==> config.mk <==
export PLATFORM = sky130hd
export DESIGN_NAME = alu_operand_sel
export DESIGN_NICKNAME = d
export VERILOG_FILES = /design/src/rtl/alu_operand_sel.sv
export SDC_FILE = /design/constraint.sdc
export NUM_CORES = 1
export LEC_CHECK = 0
export BUFFER_PORTS_ARGS = -buffer_cell sky130_fd_sc_hd__buf_2
export CAP_MARGIN = 10
export CORE_MARGIN = 2
export CORE_UTILIZATION = 54
export DETAILED_ROUTE_END_ITERATION = 7
export HOLD_SLACK_MARGIN = 0.08
export PLACE_DENSITY = 0.87
export SYNTH_ARGS = -nofsm -noshare
export SYNTH_HDL_FRONTEND = slang
export SYNTH_SLANG_ARGS = --single-unit
==> constraint.sdc <==
create_clock -name clk -period 4.8 [get_ports clk]
set_input_delay 0.48 -clock clk [delete_from_list [all_inputs] [get_ports clk]]
set_output_delay 0.48 -clock clk [all_outputs]
set_load 0.03 [all_outputs]
==> src/rtl/alu_operand_sel.sv <==
// N-channel operand selector feeding the ALU input register.
// Supports direct or round-robin selection, a one-entry output register and valid/ready on both sides.
module alu_operand_sel #(
  parameter int  WIDTH  = 16,
  parameter int  NUM_CH = 4,
  localparam int SEL_W  = $clog2(NUM_CH)
) (
  input  logic                    clk,
  input  logic                    rst_n,
  input  logic                    i_mode,
  input  logic [SEL_W-1:0]        i_sel,
  input  logic [NUM_CH*WIDTH-1:0] i_in_data,
  input  logic [NUM_CH-1:0]       i_in_valid,
  output logic [NUM_CH-1:0]       o_in_ready,
  output logic [WIDTH-1:0]        o_out_data,
  output logic [SEL_W-1:0]        o_out_ch,
  output logic                    o_out_valid,
  input  logic                    i_out_ready
);

  logic [SEL_W-1:0] r_ptr;
  logic [WIDTH-1:0] r_data;
  logic [SEL_W-1:0] r_ch;
  logic             r_valid;

  logic             w_gnt_any;
  logic [SEL_W-1:0] w_gnt_idx;
  logic [WIDTH-1:0] w_gnt_data;
  logic [NUM_CH-1:0] w_grant;
  logic             w_can_accept;
  logic             w_xfer;
  logic [SEL_W-1:0] w_ptr_next;

  // Grant selection: direct match on sel, or a two-pass scan (ptr..NUM_CH-1, then 0..ptr-1).
  always_comb begin
    w_gnt_any  = 1'b0;
    w_gnt_idx  = '0;
    w_gnt_data = '0;
    if (!i_mode) begin
      for (int i = 0; i < NUM_CH; i++) begin
        if (!w_gnt_any && i_in_valid[i] && (i_sel == SEL_W'(i))) begin
          w_gnt_any  = 1'b1;
          w_gnt_idx  = SEL_W'(i);
          w_gnt_data = i_in_data[i*WIDTH +: WIDTH];
        end else begin
          w_gnt_any = w_gnt_any;
        end
      end
    end else begin
      for (int i = 0; i < NUM_CH; i++) begin
        if (!w_gnt_any && i_in_valid[i] && (SEL_W'(i) >= r_ptr)) begin
          w_gnt_any  = 1'b1;
          w_gnt_idx  = SEL_W'(i);
          w_gnt_data = i_in_data[i*WIDTH +: WIDTH];
        end else begin
          w_gnt_any = w_gnt_any;
        end
      end
      // Nothing at or above ptr: the lowest valid index below ptr wins.
      for (int i = 0; i < NUM_CH; i++) begin
        if (!w_gnt_any && i_in_valid[i]) begin
          w_gnt_any  = 1'b1;
          w_gnt_idx  = SEL_W'(i);
          w_gnt_data = i_in_data[i*WIDTH +: WIDTH];
        end else begin
          w_gnt_any = w_gnt_any;
        end
      end
    end
  end

  // One-hot grant vector and handshake qualifiers.
  always_comb begin
    w_grant = '0;
    for (int i = 0; i < NUM_CH; i++) begin
      w_grant[i] = w_gnt_any && (w_gnt_idx == SEL_W'(i));
    end
    w_can_accept = !r_valid || i_out_ready;
    w_xfer       = w_gnt_any && w_can_accept;
    if (w_gnt_idx == SEL_W'(NUM_CH - 1)) begin
      w_ptr_next = '0;
    end else begin
      w_ptr_next = w_gnt_idx + SEL_W'(1);
    end
  end

  assign o_in_ready = w_grant & {NUM_CH{w_can_accept & rst_n}};

  // Output register and round-robin pointer.
  always_ff @(posedge clk or negedge rst_n) begin
    if (!rst_n) begin
      r_valid <= 1'b0;
      r_data  <= '0;
      r_ch    <= '0;
      r_ptr   <= '0;
    end else if (w_xfer) begin
      r_valid <= 1'b1;
      r_data  <= w_gnt_data;
      r_ch    <= w_gnt_idx;
      if (i_mode) begin
        r_ptr <= w_ptr_next;
      end
    end else if (i_out_ready) begin
      r_valid <= 1'b0;
    end
  end

  assign o_out_data  = r_data;
  assign o_out_ch    = r_ch;
  assign o_out_valid = r_valid;

endmodule

==> impl_results.rst <==
.. list-table::
   :header-rows: 1

   * - Metric
     - Value
   * - Quantity of hold-fixing buffers added after cts
     - 0
   * - Via/cell ratio
     - 7.121
   * - Sequential area share after synthesis
     - 21.24%
   * - Initial Util
     - 56.42%
   * - Post-synthesis cell type count
     - 57
   * - Average footprint of a synthesized cell
     - 7.853 µm²
   * - Number of buffers inserted by post-CTS setup repair
     - 0
   * - Cell-internal power
     - 0.4849 mW
   * - Switch share
     - 49.99%
   * - Kind of path behind the tightest hold check
     - input pin to async pin
   * - Share of total power in sequential cells
     - 29.7%
   * - Count of routing violations after the opening detailed-route iteration
     - 491
   * - Count of state elements after synthesis
     - 21
   * - Net count, final
     - 466
   * - Combined area of all synthesized cells
     - 0.002474 mm²
   * - Measured slew at the worst slew-check pin
     - 1.167 ns
   * - Antenna violations before repair
     - 0
   * - Root buffer cell
     - sky130_fd_sc_hd__clkbuf_8
   * - Fin crit period
     - 3.099 ns
   * - H-tree depth
     - 1
   * - Critical Path End Type
     - output port
   * - Vias
     - 3126
   * - Pins over their slew limit
     - 0
   * - Die Wd
     - 71.68 µm
   * - Clock slew seen by the registers of the worst setup and hold paths
     - 0.09 ns
   * - Hold violation total from the final report
     - 0
   * - Worst VDD drop
     - 0.0002504 V
   * - Setup WS pre-CTS
     - 1.781 ns
   * - Height of the die
     - 71.68 µm
   * - Total wire length after detailed routing
     - 8.674 mm
   * - Cell family with the largest share of critical-path delay
     - flip-flops
   * - Startpoint type of the worst setup path
     - flop
   * - CP arrival
     - 2.62 ns
   * - Num CTS Buffers
     - 3
   * - Post-synth top flop
     - sky130_fd_sc_hd__dfrtp_1
   * - Final period utilization
     - 64.55%
   * - Post-synthesis cell count
     - 315
   * - Area growth from synthesis to layout
     - 17.86%
   * - Cts repair resizes
     - 0
   * - Proportion of layout cells with a drive suffix above 1
     - 30.23%
   * - Fraction of registers with async set/reset
     - 100.0%
   * - Number of optimization iterations in the first detailed-route pass
     - 6
   * - Number of global-route vias before repair
     - 2975
   * - Global-route wire length before repair
     - 13.87 mm
   * - Routability-driven placement congestion ratio
     - 0.9494
   * - Most frequent standard cell in the layout excluding fill and tap cells
     - sky130_fd_sc_hd__buf_2
   * - Max capacitance violation total
     - 0
   * - Result of the run
     - finished, final reports clean
   * - Clock share of power
     - 13.3%
   * - Met2 capacity usage during global routing
     - 52.78%
   * - Global-route congestion overflow total
     - 0
   * - Post-synth top area cell
     - sky130_fd_sc_hd__dfrtp_1
   * - IO Count
     - 97
   * - Count of yosys warnings during synthesis
     - 0
   * - Worst slew slack as a fraction of its limit
     - 21.88%
   * - DRC errors left
     - 0
   * - Insertion delay of the later-clocked pin in the worst-skew pair
     - 0.27 ns
   * - Power per standard cell area
     - 332.6 mW/mm²
   * - Cell-by-cell listing of the critical path
     - nor2_1 > o21ai_1 > o221ai_1 > a21oi_1 > inv_2 > ha_1 > and3_1 > buf_2
   * - # setup viols final
     - 0
   * - Crit path max-delay cell type
     - sky130_fd_sc_hd__dfrtp_1
   * - Standard-cell rows
     - 24
   * - Maximum number of pins on one net before global-route repair
     - 28
   * - Number of buffers between clock root and the deepest sink
     - 2
   * - Detailed placer's ending HPWL
     - 6.023 mm
   * - Core area
     - 0.004384 mm²
   * - Num Clock Sinks
     - 21
   * - Worst stage delay on the critical path
     - 0.94 ns
   * - Drt wl/cell
     - 19.76 µm
   * - Total routing resource utilization after global routing
     - 33.29%
   * - Setup total negative slack
     - 0 ns
   * - Highest achievable clock rate
     - 322.7 MHz
   * - Unrepaired setup endpoints after global routing
     - no
   * - Share of the synthesized area in the top cell type
     - 21.24%
   * - Data required, critical path
     - 4.32 ns
   * - Layer carrying the most global-route usage
     - met2
   * - Clock tree from TritonCTS
     - yes
   * - Area enclosed by the die boundary
     - 0.005138 mm²
   * - Leakage power
     - 1.307 nW
   * - Buffering stage count on the worst path with inverters included
     - 2
   * - Antenna fix cells
     - 0
   * - Startpoint-to-endpoint class of the critical path
     - flop to output port
   * - Global Route met1 Usage
     - 45.75%
   * - Synthesized netlist net count
     - 393
   * - Post-DRT Antenna Nets
     - 0
   * - Synth area leaders
     - sky130_fd_sc_hd__dfrtp_1 21%, sky130_fd_sc_hd__a22oi_1 9.4%, sky130_fd_sc_hd__nand3_1 7.7%
   * - Leading cell types in the layout, fill and taps excluded
     - 96 x sky130_fd_sc_hd__buf_2, 38 x sky130_fd_sc_hd__nand3_1, 31 x sky130_fd_sc_hd__a22oi_1, 23 x sky130_fd_sc_hd__nand2_1, 21 x sky130_fd_sc_hd__dfrtp_1
   * - Combinational share of power
     - 57.0%
   * - Worst-case setup margin in the final layout
     - 1.701 ns
   * - GR met3 Demand/Resource
     - 4.360%
   * - Worst setup skew after layout
     - 0.003698 ns
   * - Critical path fanouts, max
     - 27
   * - Number of flops mapped to enable cells by yosys
     - 0
   * - Port Buffers
     - 96
   * - Net Switching
     - 0.4847 mW
[layout make-up]
class	count	area [µm²]
Clock buffer	3	41.29
Clock inverter	1	5.005
Fill cell	382	1469
Inverter	6	22.52
Multi-Input combinational cell	259	1768
Sequential cell	21	525.5
Tap cell	52	65.06
Timing Repair Buffer	97	488.0
[Yosys cell counts, types with 5 or more instances]
library cell and n:
sky130_fd_sc_hd__and3b_1 5, sky130_fd_sc_hd__nor2b_1 5, sky130_fd_sc_hd__a31oi_1 12, sky130_fd_sc_hd__a222oi_1 6, sky130_fd_sc_hd__o21ai_0 10, sky130_fd_sc_hd__and3_1 7, sky130_fd_sc_hd__buf_2 14, sky130_fd_sc_hd__dfrtp_1 21
sky130_fd_sc_hd__nor3_1 6, sky130_fd_sc_hd__mux2i_1 15, sky130_fd_sc_hd__nand3_1 38, sky130_fd_sc_hd__a31o_1 5, sky130_fd_sc_hd__nor2_1 10, sky130_fd_sc_hd__a22oi_1 31, sky130_fd_sc_hd__a221oi_1 11, sky130_fd_sc_hd__o211ai_1 6
sky130_fd_sc_hd__clkbuf_1 9, sky130_fd_sc_hd__nand2_1 23, sky130_fd_sc_hd__a21oi_1 18, sky130_fd_sc_hd__a21o_1 5
[cell families (layout without fill, tap and decap cells)]
family | after synthesis | in the layout | share of synthesized area (%)
AOI/OAI and AO/OA | 128 | 128 | 38.09
and+or+nand+nor | 110 | 110 | 23.93
buffers and inverters | 35 | 107 | 7.284
DFF | 21 | 21 | 21.24
muxes | 17 | 17 | 7.435
adders and majority gates | 4 | 4 | 2.023
[through the flow]
step                area [µm²]  cells  hold WS, ns  utilization (%)  power [mW]
floorplan                 2474    315       0.1844                -      0.6761
global placement          2869    435       0.4609            65.44      0.8160
detailed placement        2869    435       0.4748            65.44      0.8307
CTS                       2915    439       0.2175            66.50      0.9592
global route              2915    439       0.2467            66.50       1.025
finish                    2915    439       0.2069            66.50      0.9696
[worst reg2reg max path: stages, from the launching register on]
cell and delay (ns):
sky130_fd_sc_hd__dfrtp_1 0.58, sky130_fd_sc_hd__nand2b_1 0.44, sky130_fd_sc_hd__a21oi_1 0.90, sky130_fd_sc_hd__nor2_1 0.35, sky130_fd_sc_hd__a222oi_1 0.45, sky130_fd_sc_hd__a21oi_1 0.13
[sequential cells by signal (all words and copies together) (netlist names)]
signal,flops
o_out_ch,2
o_out_data,16
o_out_valid,1
r_ptr,2
[power by group through the flow]
stage | combinational, mW | clock [mW] | sequential, mW
final | 0.553 | 0.129 | 0.288
after global routing | 0.593 | 0.136 | 0.295
after CTS | 0.543 | 0.131 | 0.286
after detailed placement | 0.541 | 0 | 0.289
after global placement | 0.529 | 0 | 0.287
after floorplan | 0.336 | 0 | 0.340
[routing by layer]
layer / vias to the layer above / part of all wire (%)
li1: 1392 / -
met1: 1466 / 39
met2: 242 / 48
met3: 26 / 12
met4: 0 / 1.5
met5: - / 0
[final timing paths]
| kind | start | end | slack, ns | cells past startpoint |
|---|---|---|---|---|
| worst max-delay path | r_ptr[1]$_DFFE_PN0P_ | o_in_ready[0] | 1.70 | 8 |
| max in group asynchronous | rst_n | o_out_ch[0]$_DFFE_PN0P_ | 4.21 | 1 |
| worst min register to register | o_out_ch[0]$_DFFE_PN0P_ | o_out_ch[0]$_DFFE_PN0P_ | 0.49 | 2 |
| min in group clk | o_out_ch[0]$_DFFE_PN0P_ | o_out_ch[0]$_DFFE_PN0P_ | 0.49 | 2 |
| worst max register to register | r_ptr[0]$_DFFE_PN0P_ | o_out_data[15]$_DFFE_PN0P_ | 1.83 | 5 |
| worst min-delay path | rst_n | o_out_data[12]$_DFFE_PN0P_ | 0.21 | 1 |
Power figures use the tool's default switching activity.
